`src/rtl/amb_paylasim_denetleyicisi.sv`:
```
`default_nettype none
// ============================================================================
// Module   : amb_paylasim_denetleyicisi
// Purpose  : Shares one combinational ALU between two requesters.
//            - Each port has a valid/ready handshake for the request and for
//              the result.
//            - Arbitration is round-robin.
//            - Operands and the ALU result are both registered.
// Revision : 1.0 - initial release
// ============================================================================
module amb_paylasim_denetleyicisi #(
    parameter int VERI_GENISLIGI  = 32,
    parameter int ISLEV_GENISLIGI = 12
) (
    input  logic                       clk_g,
    input  logic                       rst_g,

    input  logic                       istek0_gecerli_g,
    output logic                       istek0_hazir_c,
    input  logic [ISLEV_GENISLIGI-1:0] istek0_islev_kodu_g,
    input  logic [VERI_GENISLIGI-1:0]  istek0_islec1_g,
    input  logic [VERI_GENISLIGI-1:0]  istek0_islec2_g,

    input  logic                       istek1_gecerli_g,
    output logic                       istek1_hazir_c,
    input  logic [ISLEV_GENISLIGI-1:0] istek1_islev_kodu_g,
    input  logic [VERI_GENISLIGI-1:0]  istek1_islec1_g,
    input  logic [VERI_GENISLIGI-1:0]  istek1_islec2_g,

    output logic                       sonuc0_gecerli_c,
    input  logic                       sonuc0_hazir_g,
    output logic                       sonuc1_gecerli_c,
    input  logic                       sonuc1_hazir_g,
    output logic [VERI_GENISLIGI-1:0]  sonuc_c,

    output logic [ISLEV_GENISLIGI-1:0] amb_islev_kodu_c,
    output logic [VERI_GENISLIGI-1:0]  amb_islec1_c,
    output logic [VERI_GENISLIGI-1:0]  amb_islec2_c,
    input  logic [VERI_GENISLIGI-1:0]  amb_sonuc_g,

    output logic                       mesgul_c
);

    localparam logic [1:0] c_bosta   = 2'd0;
    localparam logic [1:0] c_hesapla = 2'd1;
    localparam logic [1:0] c_sonuc   = 2'd2;

    logic [1:0] r_durum;
    logic [1:0] w_sonraki_durum;
    logic       r_oncelik;
    logic       r_sahip;
    logic       w_istek_var;
    logic       w_verilen;
    logic       w_kabul;
    logic       w_tuketim;

    // Round-robin pick: a lone requester wins, a tie goes to the priority port.
    always_comb begin
        w_istek_var = istek0_gecerli_g | istek1_gecerli_g;
        if (istek0_gecerli_g && istek1_gecerli_g) begin
            w_verilen = r_oncelik;
        end else begin
            w_verilen = istek1_gecerli_g;
        end
    end

    // Next-state and handshake outputs.
    // Ready is held low while reset is asserted so that nothing is accepted.
    always_comb begin
        w_sonraki_durum  = r_durum;
        istek0_hazir_c   = 1'b0;
        istek1_hazir_c   = 1'b0;
        sonuc0_gecerli_c = 1'b0;
        sonuc1_gecerli_c = 1'b0;
        mesgul_c         = 1'b0;
        w_kabul          = 1'b0;
        w_tuketim        = 1'b0;
        case (r_durum)
            c_bosta: begin
                if (w_istek_var && !rst_g) begin
                    istek0_hazir_c  = ~w_verilen;
                    istek1_hazir_c  = w_verilen;
                    w_kabul         = 1'b1;
                    w_sonraki_durum = c_hesapla;
                end
            end
            c_hesapla: begin
                mesgul_c        = 1'b1;
                w_sonraki_durum = c_sonuc;
            end
            c_sonuc: begin
                mesgul_c         = 1'b1;
                sonuc0_gecerli_c = ~r_sahip;
                sonuc1_gecerli_c = r_sahip;
                w_tuketim        = r_sahip ? sonuc1_hazir_g : sonuc0_hazir_g;
                if (w_tuketim) begin
                    w_sonraki_durum = c_bosta;
                end
            end
            default: begin
                w_sonraki_durum = c_bosta;
            end
        endcase
    end

    // State register.
    always_ff @(posedge clk_g or posedge rst_g) begin
        if (rst_g) begin
            r_durum <= c_bosta;
        end else begin
            r_durum <= w_sonraki_durum;
        end
    end

    // Datapath registers.
    // - On accept: capture the granted request and rotate priority.
    // - In the compute cycle: capture the ALU result.
    always_ff @(posedge clk_g or posedge rst_g) begin
        if (rst_g) begin
            r_oncelik        <= 1'b0;
            r_sahip          <= 1'b0;
            amb_islev_kodu_c <= '0;
            amb_islec1_c     <= '0;
            amb_islec2_c     <= '0;
            sonuc_c          <= '0;
        end else begin
            if (w_kabul) begin
                r_sahip   <= w_verilen;
                r_oncelik <= ~w_verilen;
                if (w_verilen) begin
                    amb_islev_kodu_c <= istek1_islev_kodu_g;
                    amb_islec1_c     <= istek1_islec1_g;
                    amb_islec2_c     <= istek1_islec2_g;
                end else begin
                    amb_islev_kodu_c <= istek0_islev_kodu_g;
                    amb_islec1_c     <= istek0_islec1_g;
                    amb_islec2_c     <= istek0_islec2_g;
                end
            end
            if (r_durum == c_hesapla) begin
                sonuc_c <= amb_sonuc_g;
            end
        end
    end

endmodule
`default_nettype wire

```
`config.mk`:
```
export PLATFORM = sky130hd
export DESIGN_NAME = amb_paylasim_denetleyicisi
export DESIGN_NICKNAME = d
export VERILOG_FILES = /design/src/rtl/amb_paylasim_denetleyicisi.sv
export SDC_FILE = /design/constraint.sdc
export NUM_CORES = 1
export LEC_CHECK = 0
export CAP_MARGIN = 10
export CORE_UTILIZATION = 32
export DETAILED_ROUTE_END_ITERATION = 7
export PLACE_DENSITY = 0.67
export SETUP_SLACK_MARGIN = 0.15
export SLEW_MARGIN = 20
export SYNTH_ARGS = -nofsm -noshare
export SYNTH_HDL_FRONTEND = slang
export SYNTH_SLANG_ARGS = --single-unit
```
`constraint.sdc`:
```
create_clock -name clk_g -period 11.85 [get_ports clk_g]
set_input_delay 2.37 -clock clk_g [delete_from_list [all_inputs] [get_ports clk_g]]
set_output_delay 2.37 -clock clk_g [all_outputs]
set_load 0.02 [all_outputs]
```
Word level (Yosys, flattened, before mapping)
Index checks and enable logic that the tools add are counted.
{ "word_totals": {"ff_bits": 112, "in_bits": 190, "output_inout_bits": 113, "wordCells": 37} }
{ "op_classes": {"bitwise": 3, "n_reduce_logical": 6, "muxes": 17, "eq_ne": 4} }
{ "op_table": {"columns": ["operator", "count"], "rows": [
  ["32-bit two-way mux", 2],
  ["12-bit two-way mux", 1],
  ["1-bit two-way mux", 11],
  ["2-bit one-hot mux with 3 select lines", 1],
  ["2-bit two-way mux", 2],
  ["2-bit inequality test, second input constant", 2],
  ["2-bit by 1-bit equality test with 1-bit output, second input constant", 1],
  ["2-bit equality test, second input constant", 1],
  ["1-bit logical AND", 2],
  ["2-bit zero test", 1],
  ["1-bit inverter", 2],
  ["2-bit AND reduction", 1],
  ["2-bit OR reduction", 1],
  ["1-bit zero test", 1],
  ["1-bit OR", 1]
]} }

Logic depth before layout (Yosys ltp)
Gate-level depths: netlist (run 1).
{ "depth": {"word_depth": 5, "ltp_mapped": 9, "depth_no_buf": 5} }

Worst setup path after synthesis (run 1)
No wires, ideal clock.
{ "synth_timing": {"path_type": "input to output", "start": "in rst_g", "end": "out istek0_hazir_c", "cell_stages": 5, "t_arrival_ns": 3.104, "slack_ns": 6.376, "path_buffers": 3, "required_time_ns": 9.480, "cell_sequence": "nor2b_1 -> buf_6 -> and3_4 -> buf_6 -> buf_2"} }
{ "synth_between": {"elab_chain_len": 4} }
{ "synth_rtl": {"columns": ["item", "line_no", "source"], "rows": [
  ["start: declaration", "16", "input logic rst_g,"],
  ["1-bit zero test (no source line)", null, null],
  ["1-bit logical AND", "80", "if (w_istek_var && !rst_g) begin"],
  ["1-bit two-way mux", "80", null],
  ["1-bit two-way mux", "78", "case (r_durum)"],
  ["end: declaration", "19", "output logic istek0_hazir_c,"]
]} }
No other way between the ends.

Worst setup path after layout (run 1)
{ "layout_timing": {"start": "in rst_g", "end": "out istek1_hazir_c"} }
{ "layout_between": {"elab_chain_len": 4} }
{ "layout_rtl": {"columns": ["item", "line_no", "source"], "rows": [
  ["1-bit zero test (no source line)", null, null],
  ["1-bit logical AND", "80", null],
  ["1-bit two-way mux", "80", null],
  ["1-bit two-way mux", "78", null],
  ["end: declaration", "25", "output logic istek1_hazir_c,"]
]} }
No other way between the ends.

==> impl_metrics.xml, run 1 <==
<?xml version="1.0" encoding="UTF-8"?>
<metrics>
  <group name="min_path">
    <metric name="timing.hold.worst_path_depth" unit="">1</metric>
    <metric name="holdCritPathClass" unit="">reg -&gt; reg</metric>
  </group>
  <group name="clock_network">
    <metric name="cts.sinks" unit="">112</metric>
    <metric name="post_cts_resize_count" unit="">0</metric>
    <metric name="clk_lat_worst_skew" unit="ns">0.35</metric>
    <metric name="library_cell_used_as_clock_root_buffer" unit="">sky130_fd_sc_hd__clkbuf_16</metric>
    <metric name="tritoncts_clock_tree" unit="">yes</metric>
    <metric name="postCtsSetupRepairBufs" unit="">0</metric>
    <metric name="clock_tree.htree_level_count" unit="">3</metric>
    <metric name="cts_hold_fix_bufs" unit="">0</metric>
    <metric name="max-clock-path-buffers" unit="">2</metric>
    <metric name="cts_made_buffers" unit="">9</metric>
    <metric name="path_clk_slew" unit="ns">0.08</metric>
  </group>
  <group name="synthesis">
    <metric name="ys_async_sr_fraction" unit="">1.00</metric>
    <metric name="synth.largest_area_cell" unit="">sky130_fd_sc_hd__dfrtp_1</metric>
    <metric name="synth.area.top_cells" unit="">sky130_fd_sc_hd__dfrtp_1 (57%), sky130_fd_sc_hd__a221o_1 (15%), sky130_fd_sc_hd__a21boi_0 (12%), sky130_fd_sc_hd__mux2_2 (7.6%), sky130_fd_sc_hd__buf_6 (1.8%)</metric>
    <metric name="synth_seq_area_share" unit="">0.570</metric>
    <metric name="synth.cell_area" unit="µm²">4910</metric>
    <metric name="number_of_synthesized_flops_with_an_enable_pin" unit="">0</metric>
    <metric name="ys.warnings.count" unit="">0</metric>
    <metric name="synth.net_count" unit="">556</metric>
    <metric name="ys_types" unit="">24</metric>
    <metric name="synthDominantCellAreaShare" unit="">0.570</metric>
    <metric name="post_synth_inst_count" unit="">362</metric>
    <metric name="synthesis.area_per_instance" unit="µm²">13.6</metric>
    <metric name="ys_ff_latch" unit="">112</metric>
    <metric name="ys.flop_type" unit="">sky130_fd_sc_hd__dfrtp_1</metric>
  </group>
  <group name="worst_setup_path">
    <metric name="timing.critical_path.to_type" unit="">primary output</metric>
    <metric name="crit_fanout" unit="">78</metric>
    <metric name="worst_path_required_time" unit="ns">9.48</metric>
    <metric name="path_depth_of_the_worst_reg2reg_path" unit="">6</metric>
    <metric name="cp_data_arrival_time" unit="ns">4.61</metric>
    <metric name="worst_setup_path_start_kind" unit="">input port</metric>
    <metric name="cp_slowest_stage_delay" unit="ns">0.78</metric>
    <metric name="timing.critical_path.cells" unit="">clkdlybuf4s50_1 -&gt; nor2b_4 -&gt; and3_4 -&gt; clkdlybuf4s50_1</metric>
    <metric name="worst-path-stages" unit="">4</metric>
    <metric name="critPathMostFrequentCell" unit="">sky130_fd_sc_hd__clkdlybuf4s50_1</metric>
    <metric name="timing.critical_path.buf_inv" unit="">2</metric>
    <metric name="timing.critical_path.slowest_stage_cell" unit="">sky130_fd_sc_hd__and3_4</metric>
    <metric name="timing.setup.critical_path_class" unit="">in -&gt; out</metric>
    <metric name="top_delay_family_on_crit_path" unit="">buffers and inverters</metric>
  </group>
  <group name="timing">
    <metric name="grt_setup_unrepaired" unit="">no</metric>
    <metric name="clock-skew-final" unit="ns">0.00717</metric>
    <metric name="f_max" unit="GHz">0.143</metric>
    <metric name="fin_crit_sh" unit="">0.589</metric>
    <metric name="final-hold-violation-count" unit="">0</metric>
    <metric name="slew_headroom" unit="">0.389</metric>
    <metric name="tns" unit="ns">0</metric>
    <metric name="min_period" unit="ns">6.98</metric>
    <metric name="post-route-worst-setup-slack" unit="ns">4.87</metric>
    <metric name="setup_viol" unit="">0</metric>
    <metric name="timing_max_transition_violations_final" unit="">0</metric>
    <metric name="worst_pin_slew" unit="ns">0.917</metric>
    <metric name="finalHoldWorstSlack" unit="ns">0.508</metric>
  </group>
  <group name="floorplanning">
    <metric name="boundaryPins" unit="">303</metric>
    <metric name="floorplan.initialDensity" unit="">0.333</metric>
    <metric name="area_of_the_core_region" unit="µm²">14800</metric>
    <metric name="die-height" unit="µm">126</metric>
    <metric name="row_count" unit="">44</metric>
    <metric name="die_w" unit="µm">126</metric>
    <metric name="die_area" unit="µm²">15900</metric>
  </group>
  <group name="detailed_routing">
    <metric name="drtPass1Iterations" unit="">4</metric>
    <metric name="wl_per_cell" unit="µm">19.5</metric>
    <metric name="drt_wl_total" unit="µm">16100</metric>
    <metric name="drt_iter0_drc" unit="">164</metric>
    <metric name="avgViaCountPerCell" unit="">5.25</metric>
    <metric name="drt_drc_violations_left" unit="">0</metric>
    <metric name="ant_nets" unit="">0</metric>
    <metric name="vias" unit="">4344</metric>
  </group>
  <group name="final_layout">
    <metric name="final_nets" unit="">832</metric>
    <metric name="ant_cells" unit="">0</metric>
    <metric name="layout_common_cells" unit="">sky130_fd_sc_hd__clkdlybuf4s50_1 (302), sky130_fd_sc_hd__dfrtp_1 (112), sky130_fd_sc_hd__a21boi_0 (76), sky130_fd_sc_hd__a221o_1 (76), sky130_fd_sc_hd__mux2_2 (33)</metric>
    <metric name="final_core_utilization" unit="">0.560</metric>
    <metric name="multi_input_area" unit="µm²">1880</metric>
    <metric name="ratio_of_cells_with_drive_above_1_in_the_final_layout" unit="">0.0886</metric>
    <metric name="layout.cells.most_common" unit="">sky130_fd_sc_hd__clkdlybuf4s50_1</metric>
    <metric name="area_growth" unit="%">68.0</metric>
    <metric name="area.sequential" unit="µm²">2800</metric>
    <metric name="final.fill_count" unit="">1239</metric>
  </group>
  <group name="placement">
    <metric name="numPortBuffers" unit="">302</metric>
    <metric name="post-dp-hpwl" unit="µm">11300</metric>
    <metric name="gp_congestion" unit="">0.734</metric>
    <metric name="detailedPlace.worstSlack" unit="ns">4.84</metric>
  </group>
  <group name="global_route">
    <metric name="grt.total_usage" unit="">0.201</metric>
    <metric name="grt_pass1_wl" unit="µm">24800</metric>
    <metric name="grt_start_max_net_pins" unit="">79</metric>
    <metric name="grt_antenna_before_repair" unit="">0</metric>
    <metric name="first_global_vias" unit="">4654</metric>
    <metric name="aggregate_global_routing_overflow" unit="">0</metric>
  </group>
  <group name="pwr">
    <metric name="p_seq_frac" unit="">0.324</metric>
    <metric name="share_comb_of_total_power" unit="">0.535</metric>
    <metric name="power.internal" unit="W">0.00130</metric>
    <metric name="p_per_area" unit="nW/µm²">249</metric>
    <metric name="pwr-share-clk" unit="">0.141</metric>
    <metric name="power.share.switching" unit="">0.369</metric>
    <metric name="net-switching-power" unit="W">0.000757</metric>
    <metric name="total_leakage_power" unit="nW">3.34</metric>
    <metric name="vdd_ir_drop_max" unit="mV">0.153</metric>
  </group>
  <group name="status">
    <metric name="run_status" unit="">finished, final reports clean</metric>
  </group>
  <group name="job">
    <metric name="max-cap-violations" unit="">0</metric>
  </group>
</metrics>
worst register-to-register path, stage by stage, from the launching register on:
cell	delay [ns]
sky130_fd_sc_hd__dfrtp_1	0.41
sky130_fd_sc_hd__inv_1	0.11
sky130_fd_sc_hd__ha_1	0.21
sky130_fd_sc_hd__nor2b_4	0.18
sky130_fd_sc_hd__buf_4	0.59
sky130_fd_sc_hd__a21boi_0	0.28
sky130_fd_sc_hd__a221o_1	0.33
kinds of logic (layout without fill, tap and decap cells):
| family | after synthesis | in the layout | share of synthesized area |
|---|---|---|---|
| compound gates | 159 | 159 | 0.280 |
| flops | 112 | 112 | 0.570 |
| buf+inv | 43 | 324 | 0.0491 |
| mux | 34 | 34 | 0.0776 |
| simple gates | 10 | 10 | 0.0132 |
| fa+ha+maj | 4 | 4 | 0.0102 |
registers in the layout, indices dropped and copies added (netlist names):
register	count
amb_islec1_c	32
amb_islec2_c	32
sonuc_c	32
amb_islev_kodu_c	12
r_durum	2
r_oncelik	1
r_sahip	1
per-stage QoR:
| step | cells | instance area, µm² | total power (W) |
|---|---|---|---|
| 4_1_cts | 827 | 8260 | 0.00207 |
| 5_1_grt | 827 | 8260 | 0.00216 |
| 3_3_place_gp | 811 | 7970 | 0.00175 |
| 2_1_floorplan | 362 | 4910 | 0.00125 |
| 3_5_place_dp | 811 | 7970 | 0.00177 |
| 6_report | 827 | 8260 | 0.00205 |
power by group through the flow:
stage                     sequential [W]  clock (W)  combinational, W
final                           0.000665   0.000290           0.00110
after global routing            0.000689   0.000315           0.00116
after CTS                       0.000666   0.000298           0.00111
after detailed placement        0.000667          0           0.00111
after global placement          0.000662          0           0.00109
after floorplan                 0.000877          0          0.000369
final cells by class:
type / count / share of cell area
inverters: 3 / 0.00167
repair buffers: 305 / 0.369
multi-input cells: 207 / 0.228
flip-flops and latches: 112 / 0.339
clock inverters: 6 / 0.00530
well taps: 184 / 0.0279
clock buffers: 10 / 0.0289
Yosys cell counts, types with 2 or more instances:
cell and count:
sky130_fd_sc_hd__a21oi_1 4, sky130_fd_sc_hd__inv_1 3, sky130_fd_sc_hd__buf_1 3, sky130_fd_sc_hd__and3_4 2
sky130_fd_sc_hd__a21boi_0 76, sky130_fd_sc_hd__buf_6 8, sky130_fd_sc_hd__mux2_2 33, sky130_fd_sc_hd__dfrtp_1 112
sky130_fd_sc_hd__buf_2 12, sky130_fd_sc_hd__nor2b_1 2, sky130_fd_sc_hd__a221o_1 76, sky130_fd_sc_hd__ha_1 4
sky130_fd_sc_hd__nor2_1 2, sky130_fd_sc_hd__clkbuf_1 15
layer usage:
| layer | up-vias | global-route usage | routed length (µm) |
|---|---|---|---|
| li1 | 1963 | - | - |
| met1 | 2126 | 0.234 | 6370 |
| met2 | 215 | 0.348 | 8080 |
| met3 | 40 | 0.0425 | 1010 |
| met4 | 0 | 0.107 | 638 |
| met5 | - | 0 | 0 |
final timing paths:
check	slack, ns	endpoint	startpoint
worst min register to register	0.51	sonuc_c[22]	sonuc_c[22]
worst min-delay path	0.51	sonuc_c[22]	sonuc_c[22]
max in group asynchronous	8.03	amb_islec1_c[22]	rst_g
min in group asynchronous	2.56	amb_islec2_c[28]	rst_g
worst max register to register	9.61	amb_islec1_c[12]	r_durum[1]
worst max-delay path	4.87	istek1_hazir_c	rst_g
(Power assumes the default switching activity.)
==> inputs of run 2 (changes only) <==
Settings changed: PLACE_DENSITY 0.67 to 0.7.
Clock period 11.85 ns to 6.19 ns, I/O delays scaled along.
==> run 2 against run 1 <==
Compared with the run above:
- sequential share of layout area shrank 0.092 points
- clock skew increased by 0.0011 ns
- combinational power grew 91%
- flip-flop and latch count unchanged
- clock power grew 92%
- via count decreased by 0.46%
- final cell count grew 0.36%
- non-clock buffer count increased by 3
- wire length down 0.76%
- critical path depth stayed put
- critical path type unchanged
==> impl_metrics.xml, run 2 (synthesis gave the netlist of run 1 again) <==
<?xml version="1.0" encoding="UTF-8"?>
<metrics>
  <group name="status">
    <metric name="run_status" unit="">finished, final reports clean</metric>
  </group>
  <group name="timing">
    <metric name="min_period" unit="ns">4.01</metric>
    <metric name="clock-skew-final" unit="ns">0.00823</metric>
    <metric name="grt_setup_unrepaired" unit="">no</metric>
    <metric name="worst_pin_slew" unit="ns">0.898</metric>
    <metric name="timing_max_transition_violations_final" unit="">0</metric>
    <metric name="setup_viol" unit="">0</metric>
    <metric name="f_max" unit="GHz">0.250</metric>
    <metric name="slew_headroom" unit="">0.401</metric>
    <metric name="fin_crit_sh" unit="">0.647</metric>
    <metric name="tns" unit="ns">0</metric>
    <metric name="final-hold-violation-count" unit="">0</metric>
  </group>
  <group name="clock_network">
    <metric name="clock_tree.htree_level_count" unit="">3</metric>
    <metric name="tritoncts_clock_tree" unit="">yes</metric>
    <metric name="library_cell_used_as_clock_root_buffer" unit="">sky130_fd_sc_hd__clkbuf_16</metric>
    <metric name="cts.sinks" unit="">112</metric>
    <metric name="path_clk_slew" unit="ns">0.07</metric>
    <metric name="post_cts_resize_count" unit="">0</metric>
    <metric name="postCtsSetupRepairBufs" unit="">0</metric>
    <metric name="clk_lat_worst_skew" unit="ns">0.34</metric>
    <metric name="max-clock-path-buffers" unit="">2</metric>
    <metric name="cts_hold_fix_bufs" unit="">0</metric>
    <metric name="cts_made_buffers" unit="">9</metric>
  </group>
  <group name="final_layout">
    <metric name="ant_cells" unit="">0</metric>
    <metric name="reg_top3" unit="">amb_islec1_c x32, amb_islec2_c x32, sonuc_c x32</metric>
    <metric name="final_nets" unit="">835</metric>
    <metric name="layout_common_cells" unit="">sky130_fd_sc_hd__clkdlybuf4s50_1 (302), sky130_fd_sc_hd__dfrtp_1 (112), sky130_fd_sc_hd__a21boi_0 (76), sky130_fd_sc_hd__a221o_1 (76), sky130_fd_sc_hd__mux2_2 (33)</metric>
    <metric name="ratio_of_cells_with_drive_above_1_in_the_final_layout" unit="">0.0913</metric>
    <metric name="stdcell_area" unit="µm²">8280</metric>
    <metric name="area_growth" unit="%">68.4</metric>
    <metric name="layout.cells.most_common" unit="">sky130_fd_sc_hd__clkdlybuf4s50_1</metric>
  </group>
  <group name="worst_setup_path">
    <metric name="cp_data_arrival_time" unit="ns">2.77</metric>
    <metric name="worst_setup_path_start_kind" unit="">input port</metric>
    <metric name="timing.setup.critical_path_class" unit="">in -&gt; out</metric>
    <metric name="crit_fanout" unit="">4</metric>
    <metric name="timing.critical_path.to_type" unit="">primary output</metric>
    <metric name="worst_path_required_time" unit="ns">4.95</metric>
  </group>
  <group name="detailed_routing">
    <metric name="drt_iter0_drc" unit="">175</metric>
    <metric name="vias" unit="">4324</metric>
    <metric name="wl_per_cell" unit="µm">19.2</metric>
    <metric name="avgViaCountPerCell" unit="">5.21</metric>
    <metric name="drt_wl_total" unit="µm">16000</metric>
    <metric name="drtPass1Iterations" unit="">4</metric>
    <metric name="ant_nets" unit="">0</metric>
    <metric name="drt_drc_violations_left" unit="">0</metric>
  </group>
  <group name="pwr">
    <metric name="total_leakage_power" unit="nW">3.36</metric>
    <metric name="vdd_ir_drop_max" unit="mV">0.355</metric>
    <metric name="p_per_area" unit="nW/µm²">474</metric>
  </group>
  <group name="global_route">
    <metric name="grt.total_usage" unit="">0.200</metric>
    <metric name="aggregate_global_routing_overflow" unit="">0</metric>
    <metric name="grt_pass1_wl" unit="µm">25000</metric>
    <metric name="first_global_vias" unit="">4654</metric>
    <metric name="grt_antenna_before_repair" unit="">0</metric>
    <metric name="grt_start_max_net_pins" unit="">79</metric>
  </group>
  <group name="floorplanning">
    <metric name="die_w" unit="µm">126</metric>
    <metric name="row_count" unit="">44</metric>
    <metric name="floorplan.initialDensity" unit="">0.333</metric>
    <metric name="area_of_the_core_region" unit="µm²">14800</metric>
    <metric name="die_area" unit="µm²">15900</metric>
    <metric name="die-height" unit="µm">126</metric>
    <metric name="boundaryPins" unit="">303</metric>
  </group>
  <group name="min_path">
    <metric name="holdCritPathClass" unit="">reg -&gt; reg</metric>
  </group>
  <group name="job">
    <metric name="max-cap-violations" unit="">0</metric>
  </group>
  <group name="placement">
    <metric name="post-dp-hpwl" unit="µm">11100</metric>
    <metric name="numPortBuffers" unit="">302</metric>
    <metric name="dpl_cell_area" unit="µm²">7990</metric>
    <metric name="gp_congestion" unit="">0.782</metric>
  </group>
</metrics>
==> run 2: final timing paths <==
kind,from,end,slack (ns),cells after the start
max in group asynchronous,rst_g,amb_islec2_c[12],3.52,3
setup / recovery,rst_g,istek0_hazir_c,2.18,4
hold / removal,sonuc_c[18],sonuc_c[18],0.51,1
hold reg to reg,sonuc_c[18],sonuc_c[18],0.51,1
setup reg to reg,r_durum[0],amb_islec2_c[14],3.89,6
min in group asynchronous,rst_g,sonuc_c[19],1.51,2
==> run 2: where the power goes <==
group | switching, W | internal, W | total [W] | leakage (nW)
Clock | 0.000253 | 0.000305 | 0.000558 | 0.145
Combinational | 0.000986 | 0.00112 | 0.00210 | 1.85
Sequential | 0.000181 | 0.00108 | 0.00127 | 1.37
==> run 2: metrics by stage <==
step / power [W] / cells / util / hold WS, ns / worst slack (ns)
2_1_floorplan: 0.00239 / 362 / - / 0.476 / 1.99
3_3_place_gp: 0.00334 / 814 / 0.542 / 0.488 / 2.24
3_5_place_dp: 0.00339 / 814 / 0.542 / 0.495 / 2.20
4_1_cts: 0.00396 / 830 / 0.561 / 0.511 / 2.20
5_1_grt: 0.00414 / 830 / 0.561 / 0.519 / 2.16
6_report: 0.00392 / 830 / 0.561 / 0.507 / 2.18
==> run 2: layout make-up <==
cell class	instances	area (µm²)
fillers	1281	6480
repair buffers	308	3070
flip-flops and latches	112	2800
multi-input cells	207	1880
clock buffers	13	270
well taps	184	230
clock inverters	3	15.0
inverters	3	13.8
==> run 2: worst max-delay path, stage by stage <==
cell and delay (ns):
sky130_fd_sc_hd__clkdlybuf4s50_1 0.53, sky130_fd_sc_hd__nor2b_4 0.19, sky130_fd_sc_hd__and3_4 0.20, sky130_fd_sc_hd__clkdlybuf4s50_1 0.60
==> run 2: routing by layer <==
layer,part of all wire,track usage
met4,0.028,0.0865
met2,0.50,0.346
met3,0.065,0.0446
met5,0,0
met1,0.40,0.240
